<file path="config.mk">
export PLATFORM = sky130hd
export DESIGN_NAME = riscv_multicycle_ctrl
export DESIGN_NICKNAME = d
export VERILOG_FILES = /design/src/rtl/riscv_ctrl_pkg.sv /design/src/rtl/riscv_ctrl_decode.sv /design/src/rtl/riscv_multicycle_ctrl.sv
export SDC_FILE = /design/constraint.sdc
export NUM_CORES = 1
export LEC_CHECK = 0
export CAP_MARGIN = 5
export CORE_MARGIN = 5
export CORE_UTILIZATION = 40
export CTS_CLUSTER_SIZE = 16
export DETAILED_ROUTE_END_ITERATION = 8
export GPL_TIMING_DRIVEN = 0
export PLACE_DENSITY = 0.83
export SLEW_MARGIN = 25
export SYNTH_ARGS = -nofsm -noshare
export SYNTH_HDL_FRONTEND = slang
export SYNTH_SLANG_ARGS = --single-unit
</file>
<file path="constraint.sdc">
create_clock -name clk -period 3.2 [get_ports clk]
set_clock_uncertainty 0.15 [all_clocks]
set_input_delay 0.64 -clock clk [delete_from_list [all_inputs] [get_ports clk]]
set_output_delay 0.64 -clock clk [all_outputs]
set_load 0.05 [all_outputs]
</file>
<file path="src/rtl/riscv_ctrl_pkg.sv">
// Shared encodings for the RV32I multi-cycle controller and the datapath muxes it drives.
// The extender mux imports the IMM_* codes from here so both sides agree.
package riscv_ctrl_pkg;

  localparam logic [6:0] OPC_OP     = 7'b0110011;
  localparam logic [6:0] OPC_OP_IMM = 7'b0010011;
  localparam logic [6:0] OPC_LOAD   = 7'b0000011;
  localparam logic [6:0] OPC_STORE  = 7'b0100011;
  localparam logic [6:0] OPC_BRANCH = 7'b1100011;
  localparam logic [6:0] OPC_LUI    = 7'b0110111;
  localparam logic [6:0] OPC_AUIPC  = 7'b0010111;
  localparam logic [6:0] OPC_JAL    = 7'b1101111;
  localparam logic [6:0] OPC_JALR   = 7'b1100111;
  localparam logic [6:0] OPC_SYSTEM = 7'b1110011;

  typedef enum logic [2:0] {
    ST_IF   = 3'd0,
    ST_ID   = 3'd1,
    ST_EX   = 3'd2,
    ST_MEM  = 3'd3,
    ST_WB   = 3'd4,
    ST_HALT = 3'd5
  } state_t;

  typedef enum logic [3:0] {
    CLS_OP, CLS_OP_IMM, CLS_LOAD, CLS_STORE, CLS_BRANCH,
    CLS_LUI, CLS_AUIPC, CLS_JAL, CLS_JALR, CLS_ECALL, CLS_ILLEGAL
  } instr_class_t;

  localparam logic [2:0] IMM_I = 3'd0;
  localparam logic [2:0] IMM_S = 3'd1;
  localparam logic [2:0] IMM_B = 3'd2;
  localparam logic [2:0] IMM_U = 3'd3;
  localparam logic [2:0] IMM_J = 3'd4;

  localparam logic [1:0] PC_PLUS4  = 2'd0;
  localparam logic [1:0] PC_BRANCH = 2'd1;
  localparam logic [1:0] PC_JALR   = 2'd2;

  localparam logic [1:0] WB_ALU  = 2'd0;
  localparam logic [1:0] WB_LOAD = 2'd1;
  localparam logic [1:0] WB_PC4  = 2'd2;

endpackage

</file>
<file path="src/rtl/riscv_ctrl_decode.sv">
// Combinational opcode decoder: instruction class plus the datapath selects
// that the FSM latches in ID. Don't-care fields decode to 0.
module riscv_ctrl_decode
  import riscv_ctrl_pkg::*;
(
  input  logic [31:0]  instr,
  output instr_class_t instr_class,
  output logic [2:0]   imm_sel,
  output logic         alu_src_b,
  output logic [1:0]   wb_sel,
  output logic         is_ecall,
  output logic         illegal
);

  logic unused_fields;
  assign unused_fields = ^{instr[31:15], instr[11:7]};

  always_comb begin
    instr_class = CLS_ILLEGAL;
    imm_sel     = IMM_I;
    alu_src_b   = 1'b0;
    wb_sel      = WB_ALU;
    case (instr[6:0])
      OPC_OP:     instr_class = CLS_OP;
      OPC_OP_IMM: begin instr_class = CLS_OP_IMM; alu_src_b = 1'b1; end
      OPC_LOAD:   begin instr_class = CLS_LOAD; alu_src_b = 1'b1; wb_sel = WB_LOAD; end
      OPC_STORE:  begin instr_class = CLS_STORE; imm_sel = IMM_S; alu_src_b = 1'b1; end
      OPC_BRANCH: begin instr_class = CLS_BRANCH; imm_sel = IMM_B; end
      OPC_LUI:    begin instr_class = CLS_LUI; imm_sel = IMM_U; alu_src_b = 1'b1; end
      OPC_AUIPC:  begin instr_class = CLS_AUIPC; imm_sel = IMM_U; alu_src_b = 1'b1; end
      OPC_JAL:    begin instr_class = CLS_JAL; imm_sel = IMM_J; wb_sel = WB_PC4; end
      OPC_JALR:   begin instr_class = CLS_JALR; alu_src_b = 1'b1; wb_sel = WB_PC4; end
      // Only funct3=0 SYSTEM is treated as ECALL; CSR forms fall through as NOPs.
      OPC_SYSTEM: if (instr[14:12] == 3'b000) instr_class = CLS_ECALL;
      default:    instr_class = CLS_ILLEGAL;
    endcase
  end

  assign is_ecall = (instr_class == CLS_ECALL);
  assign illegal  = (instr_class == CLS_ILLEGAL);

endmodule

</file>
<file path="src/rtl/riscv_multicycle_ctrl.sv">
// Multi-cycle RV32I control FSM: sequences IF/ID/EX/MEM/WB over a shared datapath.
// Decoded selects are latched in ID and held until the instruction retires.
module riscv_multicycle_ctrl
  import riscv_ctrl_pkg::*;
(
  input  logic        clk,
  input  logic        rst,
  input  logic [31:0] instr,
  input  logic        imem_ready,
  input  logic        dmem_ready,
  input  logic        branch_taken,
  output logic        imem_req,
  output logic        ir_we,
  output logic        pc_we,
  output logic [1:0]  pc_sel,
  output logic [2:0]  imm_sel,
  output logic        alu_src_b,
  output logic        dmem_re,
  output logic        dmem_we,
  output logic        reg_we,
  output logic [1:0]  wb_sel,
  output logic        halted,
  output logic [2:0]  state
);

  state_t       state_q;
  instr_class_t cls_q;

  instr_class_t dec_class;
  logic [2:0]   dec_imm_sel;
  logic         dec_alu_src_b;
  logic [1:0]   dec_wb_sel;
  logic         dec_is_ecall;
  logic         dec_illegal;

  riscv_ctrl_decode u_decode (
    .instr       (instr),
    .instr_class (dec_class),
    .imm_sel     (dec_imm_sel),
    .alu_src_b   (dec_alu_src_b),
    .wb_sel      (dec_wb_sel),
    .is_ecall    (dec_is_ecall),
    .illegal     (dec_illegal)
  );

  always_ff @(posedge clk) begin
    if (rst) begin
      state_q   <= ST_IF;
      cls_q     <= CLS_ILLEGAL;
      imm_sel   <= IMM_I;
      alu_src_b <= 1'b0;
      wb_sel    <= WB_ALU;
      halted    <= 1'b0;
    end else begin
      case (state_q)
        ST_IF:  if (imem_ready) state_q <= ST_ID;
        ST_ID: begin
          cls_q     <= dec_illegal ? CLS_ILLEGAL : dec_class;
          imm_sel   <= dec_imm_sel;
          alu_src_b <= dec_alu_src_b;
          wb_sel    <= dec_wb_sel;
          if (dec_is_ecall) begin
            state_q <= ST_HALT;
            halted  <= 1'b1;
          end else begin
            state_q <= ST_EX;
          end
        end
        ST_EX: begin
          if (cls_q == CLS_BRANCH)
            state_q <= ST_IF;
          else if (cls_q == CLS_LOAD || cls_q == CLS_STORE)
            state_q <= ST_MEM;
          else
            state_q <= ST_WB;
        end
        ST_MEM: if (dmem_ready) state_q <= (cls_q == CLS_LOAD) ? ST_WB : ST_IF;
        ST_WB:   state_q <= ST_IF;
        ST_HALT: state_q <= ST_HALT;
        default: state_q <= ST_IF;
      endcase
    end
  end

  // Moore enables from the current state; only ir_we and the store pc_we
  // look at ready, and both are suppressed while rst is asserted.
  always_comb begin
    imem_req = 1'b0;
    ir_we    = 1'b0;
    pc_we    = 1'b0;
    pc_sel   = PC_PLUS4;
    dmem_re  = 1'b0;
    dmem_we  = 1'b0;
    reg_we   = 1'b0;
    case (state_q)
      ST_IF: begin
        imem_req = 1'b1;
        ir_we    = imem_ready & ~rst;
      end
      ST_EX: begin
        if (cls_q == CLS_BRANCH) begin
          pc_we  = 1'b1;
          pc_sel = branch_taken ? PC_BRANCH : PC_PLUS4;
        end
      end
      ST_MEM: begin
        dmem_re = (cls_q == CLS_LOAD);
        dmem_we = (cls_q == CLS_STORE);
        pc_we   = (cls_q == CLS_STORE) & dmem_ready & ~rst;
      end
      ST_WB: begin
        reg_we = (cls_q != CLS_ILLEGAL);
        pc_we  = 1'b1;
        pc_sel = (cls_q == CLS_JAL)  ? PC_BRANCH :
                 (cls_q == CLS_JALR) ? PC_JALR   : PC_PLUS4;
      end
      default: ;
    endcase
  end

  assign state = state_q;

endmodule

</file>
* Word level (Yosys, flattened, before mapping)
Index checks and enable logic that the tools add are counted. W data, S select, Z words.
Storage, ports and cells: register bits 14, bits of input ports 37, logic and storage cells 68
Cells by class: bitwise logic cells 4, mux-type cells 25, reductions and logical operators 8, equality and inequality tests 25
Operators with widths (number):
- $pmux W4 S10 | 1
- $eq A7 B7 Y1 const B | 4
- $eq A7 B6 Y1 const B | 3
- $mux W3 | 6
- $pmux W3 S5 | 1
- $eq A7 B5 Y1 const B | 2
- $eq A4 B4 Y1 const B | 3
- $pmux W3 S4 | 1
- $mux W1 | 9
- $eq A4 B2 Y1 const B | 2
- $eq A4 B3 Y1 const B | 2
- $pmux W2 S2 | 2
- $eq A7 B2 Y1 const B | 1
- $eq A3 B2 Y1 const B | 2
- $eq A3 B3 Y1 const B | 2
- $logic_not A3 Y1 | 2
- $mux W2 | 3
- $reduce_or A6 Y1 | 1
- $mux W4 | 1
- $ne A2 B2 Y1 const B | 2
- $ne A4 B4 Y1 const B | 1
- $reduce_and A2 Y1 | 2
- $reduce_or A2 Y1 | 2
- $and A1 B1 Y1 | 3
- other kinds (4) | 4

* Depth between registers and ports, before layout
depth in word-level cells 6, depth in mapped cells 6

* By module
A second synthesis with hierarchy kept.
Second synthesis, totals: cell total of the unflattened synthesis 145, area, all modules 1077.3 µm²
Modules (own cells, without submodules):
- riscv_multicycle_ctrl | instances 1, cells each 95, area each 767.0 µm²
- riscv_ctrl_decode | instances 1, cells each 50, area each 310.3 µm²

* Worst setup path after synthesis
OpenSTA, ideal clock, no wires.
path kind reg-to-output, from reg state_q[1] (netlist: state[1]), to out pc_we, path buffers 1, setup slack -602 ps, arrival 3012 ps, required time 2410 ps, cell stages (with the launch flop) 5, cells stage by stage dfxtp_1 > buf_6 > nor2b_1 > nand3_1 > o311ai_0
Between the ends: word-level cells in the longest chain between the ends 2, elaborated cells on any way between the ends 4, classes of those cells eq/ne (3); mux (1)
RTL lines:
- from (decl) | line riscv_multicycle_ctrl.sv:26 | state_t state_q;
- from (signal assigned) | line riscv_multicycle_ctrl.sv:77 | ST_MEM: if (dmem_ready) state_q <= (cls_q == CLS_LOAD) ? ST_WB : ST_IF;
- $eq A3 B3 Y1 or $eq A3 B2 Y1 (tied branches) | line riscv_multicycle_ctrl.sv:95 | case (state_q)
- $pmux W1 S3 (*) | line riscv_multicycle_ctrl.sv:95
- to (decl) | line riscv_multicycle_ctrl.sv:14 | output logic pc_we,
Mark *: on every way between the ends. The rest lies on a longest branch, timed or not.

* Worst setup path in the final report
from reg state_q[0] (netlist: state[0]), to out dmem_we
Between the ends: word-level cells in the longest chain between the ends 2
RTL lines:
- $eq A3 B2 Y1 | line riscv_multicycle_ctrl.sv:95
- $mux W1 | line riscv_multicycle_ctrl.sv:95
- to (decl) | line riscv_multicycle_ctrl.sv:19 | output logic dmem_we,
No other way between the ends.

==> results.py <==
metrics = {
    "placement": {
        "placed_area_um2": 1320,
        "place_inst": 192,
        "dpl.hpwl_um": 2000,
        "portBuffers": 28,
        "place_congestion": 0.827,
    },
    "route": {
        "via_per_inst": 5.63,
        "drt_wl_total_um": 2590,
        "drc": 0,
        "vias": 1103,
        "drt_first_iter_violations": 23,
        "ant_nets": 0,
        "wl_per_cell_um": 13.2,
        "drtPass1Iterations": 4,
    },
    "die": {
        "ios": 55,
        "row_count": 18,
        "core-area_um2": 2430,
        "die_h_um": 59.8,
        "dieArea_um2": 3580,
        "fp.dieW_um": 59.8,
        "initial_core_util_pct": 40.8,
    },
    "cts": {
        "cts_resized": 0,
        "cts_tree": "yes",
        "cts.clk_slew.worst_paths_ns": 0.08,
        "clock_latency_ns": 0.29,
        "htreeDepth": 1,
        "cts_buffers": 3,
        "cts_root_buf": "clkbuf_4",
        "ctsHoldBuffers": 0,
        "cts_buffer_depth": 2,
        "cts_setup_buffers": 0,
        "cts_sinks": 14,
    },
    "timing": {
        "worstMarginPinSlew_ns": 0.507,
        "post-route-period-util_pct": 92.1,
        "setup_viol_count_final": 0,
        "finalMaxSlewViolations": 0,
        "rsz0062_at_grt": "no",
        "period_minus_slack_ns": 2.95,
        "tns_ns": 0,
        "slew_headroom_pct": 66.1,
        "max_freq_ghz": 0.339,
        "hold_viol_final": 0,
    },
    "synthesis": {
        "syn_nets": 171,
        "synth-simple-area-share_pct": 38.5,
        "ys_ff_latch": 14,
        "synth_top_family_by_area": "simple AND/OR/NAND/NOR gates",
        "synth_xor_area_share_pct": 0.883,
        "yosys.area_share.adder_pct": 0,
        "synth_mux_area_share_pct": 1.01,
        "syn_area_per_cell_um2": 7.40,
        "synth_ff_type": "dfxtp_1",
        "ys_seq_area_share_pct": 28.2,
        "synth_edf_count": 0,
        "yosys_warnings": 0,
        "syn-cell-area_um2": 992,
        "ys_types": 42,
        "synth-compound-area-share_pct": 23.5,
        "syn-instance-count": 134,
        "synth-async-reset-ratio_pct": 0,
    },
    "run_status": {
        "status": "complete, no violations",
    },
    "grt": {
        "grt_use_total_pct": 15.5,
        "grt.overflow.total": 0,
        "grt_max_degree": 11,
        "first_global_vias": 1087,
        "antenna_found_initial": 0,
        "grt_pass1_wl_um": 4410,
    },
    "worst_hold_path": {
        "hp-start": "imm_sel[2]",
        "hold_depth": 2,
        "holdPathEnd": "imm_sel[2]",
        "hold_path.class": "reg -> reg",
    },
    "setup_path": {
        "rr_worst_depth": 4,
        "r2r_setup_slack_ns": 1.51,
        "worstSetupPathType": "reg -> out",
        "crit_arrival_ns": 2.16,
        "path_cells": "clkbuf_1 > nand3_1 > nor2_1 > clkdlybuf4s50_1",
        "end_kind": "primary output",
        "slowest_stage": "clkdlybuf4s50_1",
        "critPathMaxStageDelay_ns": 0.82,
        "critical_path.top_delay_family": "buffers and inverters",
        "critPathMaxFanout": 10,
        "reg2reg_from": "state[2]",
        "cp.depth": 4,
        "cp_num_buf_inv": 2,
        "worstPathRequired_ns": 2.41,
        "start_kind": "flip-flop",
        "regToRegEndpoint": "cls_q[3]",
    },
    "power": {
        "p_leak_nw": 0.504,
        "power_density_nw_per_um2": 405,
        "peakVddDrop_v": 0.000328,
        "power_mw": 0.550,
    },
    "run": {
        "drv_cap": 0,
    },
    "finish": {
        "fin_nets": 204,
        "final_cells": 196,
        "final_common_cell": "clkdlybuf4s50_1",
        "syn_to_final_growth_pct": 36.7,
        "drive_above_1_share_pct": 10.2,
        "mostFrequentLayoutCells": "26 x clkdlybuf4s50_1, 17 x nand2_1, 14 x dfxtp_1",
        "n_antenna_cell": 0,
        "stdcell_area_um2": 1360,
        "final_util_pct": 55.8,
    },
}
==> how the worst max path moves through the flow <==
stage / from / to / slack, ns
after detailed placement: dmem_ready / pc_we / 0.13
after floorplan: state[1] / pc_we / -0.01
final: state[0] / dmem_we / 0.25
after global routing: state[0] / pc_sel[1] / 0.09
after CTS: state[0] / pc_we / 0.06
after global placement: dmem_ready / pc_we / 0.14
==> routing by layer <==
metal  wire length [µm]  vias up  global-route usage (%)  part of all wire, %
met2               1250       34                    26.7                   48
met1               1120      511                    18.9                   43
li1                   -      553                       -                    -
met3                180        5                    2.16                  6.9
met5                  0        -                       0                    0
met4                 42        0                    7.28                  1.6
==> layout make-up <==
cell class / instances / area [µm²]
Inverter: 3 / 11.3
Tap cell: 30 / 37.5
Buffer: 12 / 67.6
Clock buffer: 4 / 36.3
Multi-Input combinational cell: 105 / 638
Timing Repair Buffer: 28 / 285
Sequential cell: 14 / 280
Fill cell: 244 / 1080
==> tightest hold or removal path, stage by stage, from the launching register on <==
cell	delay, ns
dfxtp_1	0.32
nand2_1	0.05
a21oi_1	0.05
==> cell usage after synthesis (all sizes together), types with 2 or more instances <==
| master | instances | share of area [%] |
|---|---|---|
| nor2b | 6 | 3.8 |
| a21oi | 11 | 5.5 |
| nand2b | 10 | 6.3 |
| a31oi | 2 | 1.3 |
| nand3 | 3 | 1.5 |
| o21ai | 4 | 2.0 |
| buf | 9 | 5.7 |
| nand2 | 17 | 6.4 |
| nor2 | 10 | 3.8 |
| nand4b | 2 | 1.8 |
| clkbuf | 3 | 1.1 |
| dfxtp | 14 | 28 |
| o311ai | 2 | 1.8 |
| a211oi | 4 | 3.0 |
| inv | 3 | 1.1 |
| nor4 | 2 | 1.9 |
| nor3 | 11 | 5.5 |
==> registers in the layout (all words and copies together) (netlist names) <==
signal,count
halted,1
wb_sel,2
state,3
alu_src_b,1
cls_q,4
imm_sel,3
==> report_power, final <==
| part | total [mW] | internal [mW] | switching [mW] |
|---|---|---|---|
| Sequential | 0.204 | 0.186 | 0.0177 |
| Clock | 0.128 | 0.0694 | 0.0589 |
| Combinational | 0.218 | 0.0903 | 0.127 |
==> logic make-up after synthesis <==
logic type	count (synthesis)
mux	1
xor+xnor	1
compound gates	33
simple gates	70
flops	14
buf+inv	15
==> through the flow <==
stage	hold WS (ns)	setup WS [ns]
2_1_floorplan	0.377	-0.0132
3_3_place_gp	0.293	0.138
3_5_place_dp	0.297	0.131
4_1_cts	0.313	0.0648
5_1_grt	0.358	0.0935
6_report	0.310	0.252
(Power assumes the default switching activity.)
